File: src/rtl/ofdm_symbol_scheduler.sv
// rtl/ofdm_symbol_scheduler.sv - OFDM frame scheduler feeding QAM symbols into an IFFT
//
// Purpose: issues one IFFT config word per frame, then builds NUM_SYMBOLS
// symbols of 64 subcarriers in IFFT natural order. Data subcarriers take
// consecutive input words. Pilot and null subcarriers are generated locally.
//
// Ports:
//   aclk, reset_n            clock, asynchronous active-low reset
//   s_data_in/s_dvalid/s_dready   QAM symbols in (I[31:16], Q[15:0])
//   m_data_out/m_dvalid/m_dready  subcarrier samples out to IFFT
//   m_dlast                  set on subcarrier 63 of each symbol
//   m_subcarrier             subcarrier index of m_data_out
//   cfg_data/cfg_dvalid/cfg_dready  IFFT config channel
//   busy                     high whenever not IDLE
//   frame_done               pulse as the last beat of a frame is accepted
//   symbol_count             symbol currently being filled
module ofdm_symbol_scheduler #(
  parameter int          NUM_SYMBOLS = 4,
  parameter logic [15:0] PILOT_AMP   = 16'h5A82,
  parameter logic [7:0]  CFG_WORD    = 8'h00
) (
  input  logic        aclk,
  input  logic        reset_n,
  input  logic [31:0] s_data_in,
  input  logic        s_dvalid,
  output logic        s_dready,
  output logic [31:0] m_data_out,
  output logic        m_dvalid,
  input  logic        m_dready,
  output logic        m_dlast,
  output logic [5:0]  m_subcarrier,
  output logic [7:0]  cfg_data,
  output logic        cfg_dvalid,
  input  logic        cfg_dready,
  output logic        busy,
  output logic        frame_done,
  output logic [7:0]  symbol_count
);

  typedef enum logic [1:0] {IDLE, CFG, FILL, DRAIN} state_t;

  localparam logic [15:0] PILOT_NEG = ~PILOT_AMP + 16'd1;
  localparam logic [7:0]  LAST_SYM  = 8'(NUM_SYMBOLS - 1);

  state_t      state_q, state_d;
  logic [5:0]  k_q, k_d;
  logic [7:0]  sym_q, sym_d;
  logic        valid_q, valid_d;
  logic [31:0] data_q, data_d;
  logic        last_q, last_d;
  logic [5:0]  sub_q, sub_d;

  logic        out_free;
  logic        k_is_data;
  logic        load;
  logic [31:0] beat;

  function automatic logic is_data(input logic [5:0] k);
    is_data = !((k == 6'd0) || ((k >= 6'd27) && (k <= 6'd37)) ||
                (k == 6'd7) || (k == 6'd21) || (k == 6'd43) || (k == 6'd57));
  endfunction

  // The output register can take a new beat when it is empty or its
  // current beat is leaving this cycle.
  assign out_free  = !valid_q || m_dready;
  assign k_is_data = is_data(k_q);
  // Pilots and nulls never wait for input; data carriers stall on s_dvalid.
  assign load      = (state_q == FILL) && out_free && (!k_is_data || s_dvalid);

  always_comb begin
    beat = 32'h0;
    if ((k_q == 6'd7) || (k_q == 6'd43) || (k_q == 6'd57)) begin
      beat = {PILOT_AMP, 16'h0000};
    end else if (k_q == 6'd21) begin
      beat = {PILOT_NEG, 16'h0000};
    end else if (k_is_data) begin
      beat = s_data_in;
    end
  end

  always_comb begin
    state_d    = state_q;
    k_d        = k_q;
    sym_d      = sym_q;
    valid_d    = valid_q;
    data_d     = data_q;
    last_d     = last_q;
    sub_d      = sub_q;
    frame_done = 1'b0;
    case (state_q)
      IDLE: begin
        // The word that wakes us is not consumed here.
        if (s_dvalid) state_d = CFG;
      end
      CFG: begin
        if (cfg_dready) begin
          state_d = FILL;
          k_d     = 6'd0;
          sym_d   = 8'd0;
        end
      end
      FILL: begin
        if (load) begin
          data_d  = beat;
          last_d  = (k_q == 6'd63);
          sub_d   = k_q;
          valid_d = 1'b1;
          k_d     = k_q + 6'd1;
          if (k_q == 6'd63) begin
            if (sym_q < LAST_SYM) sym_d = sym_q + 8'd1;
            else                  state_d = DRAIN;
          end
        end else if (valid_q && m_dready) begin
          valid_d = 1'b0;
        end
      end
      DRAIN: begin
        if (valid_q && m_dready) begin
          valid_d    = 1'b0;
          frame_done = 1'b1;
          state_d    = IDLE;
        end
      end
      default: state_d = IDLE;
    endcase
  end

  always_ff @(posedge aclk or negedge reset_n) begin
    if (!reset_n) begin
      state_q <= IDLE;
      k_q     <= 6'd0;
      sym_q   <= 8'd0;
      valid_q <= 1'b0;
      data_q  <= 32'h0;
      last_q  <= 1'b0;
      sub_q   <= 6'd0;
    end else begin
      state_q <= state_d;
      k_q     <= k_d;
      sym_q   <= sym_d;
      valid_q <= valid_d;
      data_q  <= data_d;
      last_q  <= last_d;
      sub_q   <= sub_d;
    end
  end

  assign s_dready     = (state_q == FILL) && k_is_data && out_free;
  assign m_data_out   = data_q;
  assign m_dvalid     = valid_q;
  assign m_dlast      = last_q;
  assign m_subcarrier = sub_q;
  assign cfg_dvalid   = (state_q == CFG);
  assign cfg_data     = (state_q == CFG) ? CFG_WORD : 8'h00;
  assign busy         = (state_q != IDLE);
  assign symbol_count = sym_q;

endmodule

File: config.mk
export PLATFORM = sky130hd
export DESIGN_NAME = ofdm_symbol_scheduler
export DESIGN_NICKNAME = d
export VERILOG_FILES = /design/src/rtl/ofdm_symbol_scheduler.sv
export SDC_FILE = /design/constraint.sdc
export NUM_CORES = 1
export LEC_CHECK = 0
export CAP_MARGIN = 20
export CORE_MARGIN = 1
export CORE_UTILIZATION = 48
export DETAILED_ROUTE_END_ITERATION = 10
export GPL_TIMING_DRIVEN = 0
export PLACE_DENSITY = 0.85
export SYNTH_ARGS = -nofsm -noshare
export SYNTH_HDL_FRONTEND = slang
export SYNTH_SLANG_ARGS = --single-unit
File: constraint.sdc
create_clock -name aclk -period 4.15 [get_ports aclk]
set_input_delay 0.415 -clock aclk [delete_from_list [all_inputs] [get_ports aclk]]
set_output_delay 0.415 -clock aclk [all_outputs]
set_load 0.02 [all_outputs]
After elaboration in Yosys (flattened, before gate mapping)
Cells that the tools add are included.

Add/subtract/negate cells: 2. Equal/unequal tests: 15. $lt $le $gt $ge: 3. Reduce and logical (&&, ||, !) cells: 26. Muxes and demuxes: 23.

Operators with widths (number): $mux W32 (3); $mux W8 (4); $eq A6 B6 Y1 const B (3); $pmux W8 S2 (1); $mux W2 (6); $mux W6 (2); $pmux W6 S2 (1); $logic_or A1 B1 Y1 (9); $add A8 B1 Y8 const B (1); $lt A8 B2 Y1 const B (1); $ne A2 B2 Y1 const B (4); $pmux W2 S4 (1); $add A6 B1 Y6 const B (1); $eq A6 B3 Y1 const B (1); $eq A6 B5 Y1 const B (1); $ge A6 B5 Y1 const B (1); $le A6 B6 Y1 const B (1); $logic_and A1 B1 Y1 (6); $logic_not A6 Y1 (1); $ne A2 B1 Y1 const B (3); $reduce_and A6 Y1 (1); $reduce_bool A2 Y1 (3); $reduce_and A5 Y1 (1); $eq A2 B2 Y1 const B (2); 7 further kinds (11).

Bits of input ports: 37. Output and inout bits: 60. Register bits after elaboration: 56.

Depth between registers and ports, before layout
Depth after elaboration: 11. Depth in mapped cells: 9. Mapped depth without buffers: 7.

Worst setup path after synthesis
OpenSTA, ideal clock, no wires.

Kind: flip-flop to output port. Start point: reg k_q[1]. End point: out s_dready. Data arrival time: 1885 ps. Required time: 3735 ps. Slack: 1850 ps. Stages on the path, launching flop included: 8. Path buffers: 1. Path through: dfrtp_1 -> inv_1 -> ha_1 -> mux2i_1 -> a21oi_4 -> nor3_2 -> clkbuf_1 -> and2_1.

Word-level cells in the longest chain between the ends: 10. Elaborated cells between the ends (all ways): 16. Classes of those cells: order compare (2); eq/ne (4); reduce/logical (10).

RTL lines: start: declaration (line 46) `logic [5:0] k_q, k_d;`; start signal: assignment (line 139) `k_q <= k_d;`; $ge A6 B5 Y1 or $le A6 B6 Y1 (tied branches) (line 59) `is_data = !((k == 6'd0) || ((k >= 6'd27) && (k <= 6'd37)) ||`; $logic_and A1 B1 Y1 (line 59); $logic_or A1 B1 Y1 (2 in a row) (line 59); $logic_or A1 B1 Y1 (2 in a row) (line 60) `(k == 6'd7) || (k == 6'd21) || (k == 6'd43) || (k == 6'd57));`; $logic_or A1 B1 Y1 (*) (line 60); $logic_not A1 Y1 (*) (line 59); $logic_and A1 B1 Y1 (*) (2 in a row) (line 148) `assign s_dready = (state_q == FILL) && k_is_data && out_free;`; end: declaration (line 26) `output logic s_dready,`.

Mark *: on every way between the ends. The rest lies on a longest branch, timed or not.

Worst setup path in the final report
Ends and elaborated chain as after synthesis.

==> run_results.csv <==
group,metric,value,unit
run,drv_cap,0,
pwr,seq_power_share,0.342,
pwr,p_sw,973.0,uW
cells_and_area,layoutNonFillerInstCount,429,
worst_setup_path,cpPeakStageDelay,620,ps
place,place_inst,421,
clock_network,clockRootBuffer,"clkbuf_8",
synth,postSynth.asyncResetShare,1.000,
run_status,status,"finished, final reports clean",
clock_network,cts_resized,0,
synth,synthFlopType,"dfrtp_1",
sta,fmax,284.0,MHz
clock_network,clock_sinks,56,
worst_setup_path,crit_arrival,3110,ps
sta,slew_headroom,0.3559,
min_path,hold_class,"in2async",
worst_setup_path,worst-path-stages,8,
grt,grt_pass1_vias,2278,
synth,ys_seq_area_frac,0.5180,
worst_setup_path,ff2ff_setup_slack,1550,ps
drt,finalWirelength,6.668,mm
pwr,clockPowerShare,0.127,
grt,grt_usage,0.2424,
worst_setup_path,worst_path_max_delay_cell,"clkdlybuf4s50_1",
clock_network,clock_latency,310,ps
synth,yosysWarnings,0,
floorplanning,dieArea,0.005940,mm^2
pwr,powerDensity,631.1,mW/mm^2
drt,ant_nets,0,
worst_setup_path,required,3730,ps
place,dpl.hpwl,4.926,mm
cells_and_area,fin_nets,405,
cells_and_area,syn2layout_area_growth,40.66,%
clock_network,htreeDepth,2,
drt,drt_iter0_markers,88,
pwr,p_leak,0.001683,uW
grt,antenna_found_initial,0,
clock_network,clkTransAtPathRegs,100,ps
place,placed_area,0.003715,mm^2
worst_setup_path,worstSetupPathType,"reg2out",
worst_setup_path,crit_path_cell_trace,"inv_1 -> ha_1 -> mux2i_1 -> a21oi_4 -> nor3_2 -> clkbuf_1 -> and2_1 -> clkdlybuf4s50_1",
clock_network,cts_setup_buffers,0,
floorplanning,initial_utilization,0.5133,
clock_network,cts_buffer_depth,2,
worst_setup_path,cp_max_fo,10,
clock_network,cts_made_buffers,5,
worst_setup_path,ff2ff_path_depth,7,
synth,syn_avg_cell_area,10.61,um^2
worst_setup_path,end_kind,"output port",
synth,ys_types,40,
worst_setup_path,worstSetupStartpoint,"k_q[1]",
cells_and_area,layout-drive-gt1-share,0.1114,
worst_setup_path,path_buf_inv,3,
clock_network,postCtsHoldBufs,0,
floorplanning,rows,26,
pwr,p_comb_frac,0.532,
worst_setup_path,crit-reg2reg-launch,"k_q[1]",
cells_and_area,final_area,0.003805,mm^2
synth,syn_area,0.002705,mm^2
worst_setup_path,critPathLaunchType,"flop",
grt,overflow,0,
floorplanning,core_area,0.005270,mm^2
drt,vias_per_cell,5.347,
sta,fin_crit_sh,0.8483,
sta,setup_violations,0,
place,gp_congestion,0.8952,
pwr,internal_power,1428,uW
drt,num_vias,2294,
floorplanning,die_y,77.07,um
worst_setup_path,critical_path.top_delay_family,"buffers and inverters",
pwr,swShare,0.4052,
clock_network,cts_tree,"yes",
sta,rsz0062_at_grt,"no",
drt,drc_errors,0,
floorplanning,io_pins,97,
synth,ys_ff_latch,56,
sta,finalHoldViolCount,0,
drt,wire_per_inst,15.54,um
floorplanning,dieWidth,77.07,um
sta,fin_worst_skew,12.47,ps
sta,slew_violations,0,
place,portBuffers,88,
cells_and_area,diodes,0,
synth,postSynthCellCount,255,
sta,setup-tns-final,0,ps
grt,grt_max_degree,40,
sta,tightestPinTransition,958.8,ps
sta,post-route-min-period,3521,ps
drt,dr.pass1.iters,4,
grt,grt_pass1_wl,11.39,mm
worst_setup_path,rr_endpoint,"m_subcarrier[4]",
synth,synth-edff-count,0,
pwr,vdd_drop_max,0.3759,mV
## sequential cells by signal, summed over array words and instances, names as in the netlist
| register | count |
|---|---|
| m_dvalid | 1 |
| m_dlast | 1 |
| symbol_count | 8 |
| state_q | 2 |
| k_q | 6 |
| m_subcarrier | 6 |
| m_data_out | 32 |
## power groups by stage
stage                     registers [uW]  clock network, uW  logic (uW)
after floorplan                     1010                  0         562
after global placement               824                  0        1250
after detailed placement             831                  0        1280
after CTS                            819                312        1280
after global routing                 843                330        1390
final                                821                304        1280
## kinds of logic (layout without fill, tap and decap cells)
group                    Yosys count  in the layout  synth area share
AND/OR/NAND/NOR                   75             75            0.1480
AO/OA/AOI/OAI                     71             71            0.1818
other                              1              8          0.001386
buffers and inverters             32            129           0.06522
flip-flops                        56             56            0.5180
multiplexers                      10             10           0.03931
adder cells (fa/ha/maj)           10             10           0.04625
## through the flow
stage / hold WS (ps) / utilization / total power (uW) / setup WS [ps]
finish: 38.59 / 0.7220 / 2401 / 629.4
global route: 59.46 / 0.7220 / 2560 / 467.9
CTS: 49.64 / 0.7220 / 2413 / 650.8
detailed placement: 392.7 / 0.7049 / 2107 / 990.5
global placement: 462.7 / 0.7020 / 2071 / 975.5
floorplan: 119.4 / - / 1573 / 1850
## per-layer routing
metal,wire length [um],vias to the layer above,track usage
met3,433,17,0.05714
met2,3131,107,0.3813
met5,0,-,0
met4,158,0,0.08868
li1,-,1091,-
met1,2944,1079,0.3276
## how the worst max path moves through the flow
stage	end
final	s_dready
after global routing	s_dready
after CTS	s_dready
after detailed placement	s_dready
after global placement	m_data_out[28]
after floorplan	s_dready
## Yosys cell counts (2+ instances only)
library cell	n	area share
a21boi_0	3	0.0083
a21oi_1	17	0.031
a22o_1	17	0.055
and2_1	8	0.019
and3_1	2	0.0046
buf_2	6	0.011
buf_4	13	0.036
clkbuf_1	5	0.0069
dfrtp_1	56	0.52
ha_1	10	0.046
inv_1	8	0.011
mux2_2	5	0.021
mux2i_1	5	0.019
nand2_1	30	0.042
nand2b_1	3	0.0069
nand3_1	5	0.0092
nor2_1	7	0.0097
nor2b_1	3	0.0069
nor3_1	2	0.0037
nor3_2	2	0.0074
nor4_1	2	0.0046
o21ai_0	18	0.033
o21ai_1	3	0.0055
o31ai_1	5	0.014
or4_1	5	0.014
## worst register-to-register path: stages (launching register included)
cell	delay, ps
dfrtp_1	420
inv_1	110
ha_1	240
mux2i_1	290
a21oi_4	100
o41ai_1	670
buf_4	300
mux2_2	350
## layout by cell type, fill, tap and decap left out, types with 3 or more instances in the layout
cell type / n
nand3_1: 5
a21oi_1: 17
ha_1: 10
buf_4: 13
o21ai_0: 18
inv_1: 8
dfrtp_1: 56
nand2_1: 30
a22o_1: 17
buf_2: 7
clkbuf_1: 5
a21boi_0: 3
clkdlybuf4s50_1: 87
conb_1: 8
nor2b_1: 3
mux2i_1: 5
o31ai_1: 5
and2_1: 8
mux2_2: 5
clkbuf_8: 5
or4_1: 5
o21ai_1: 3
nor2_1: 7
nand2b_1: 3
## final cells by class
class	instances	area [um^2]
inverter	8	30.03
sequential	56	1401
fill	395	1465
buffer	24	146.4
timing repair buffer	89	895.9
clock inverter	3	21.27
tap	70	87.58
clock buffer	5	68.82
multi-input combinational	174	1154
(Power assumes the default switching activity.)
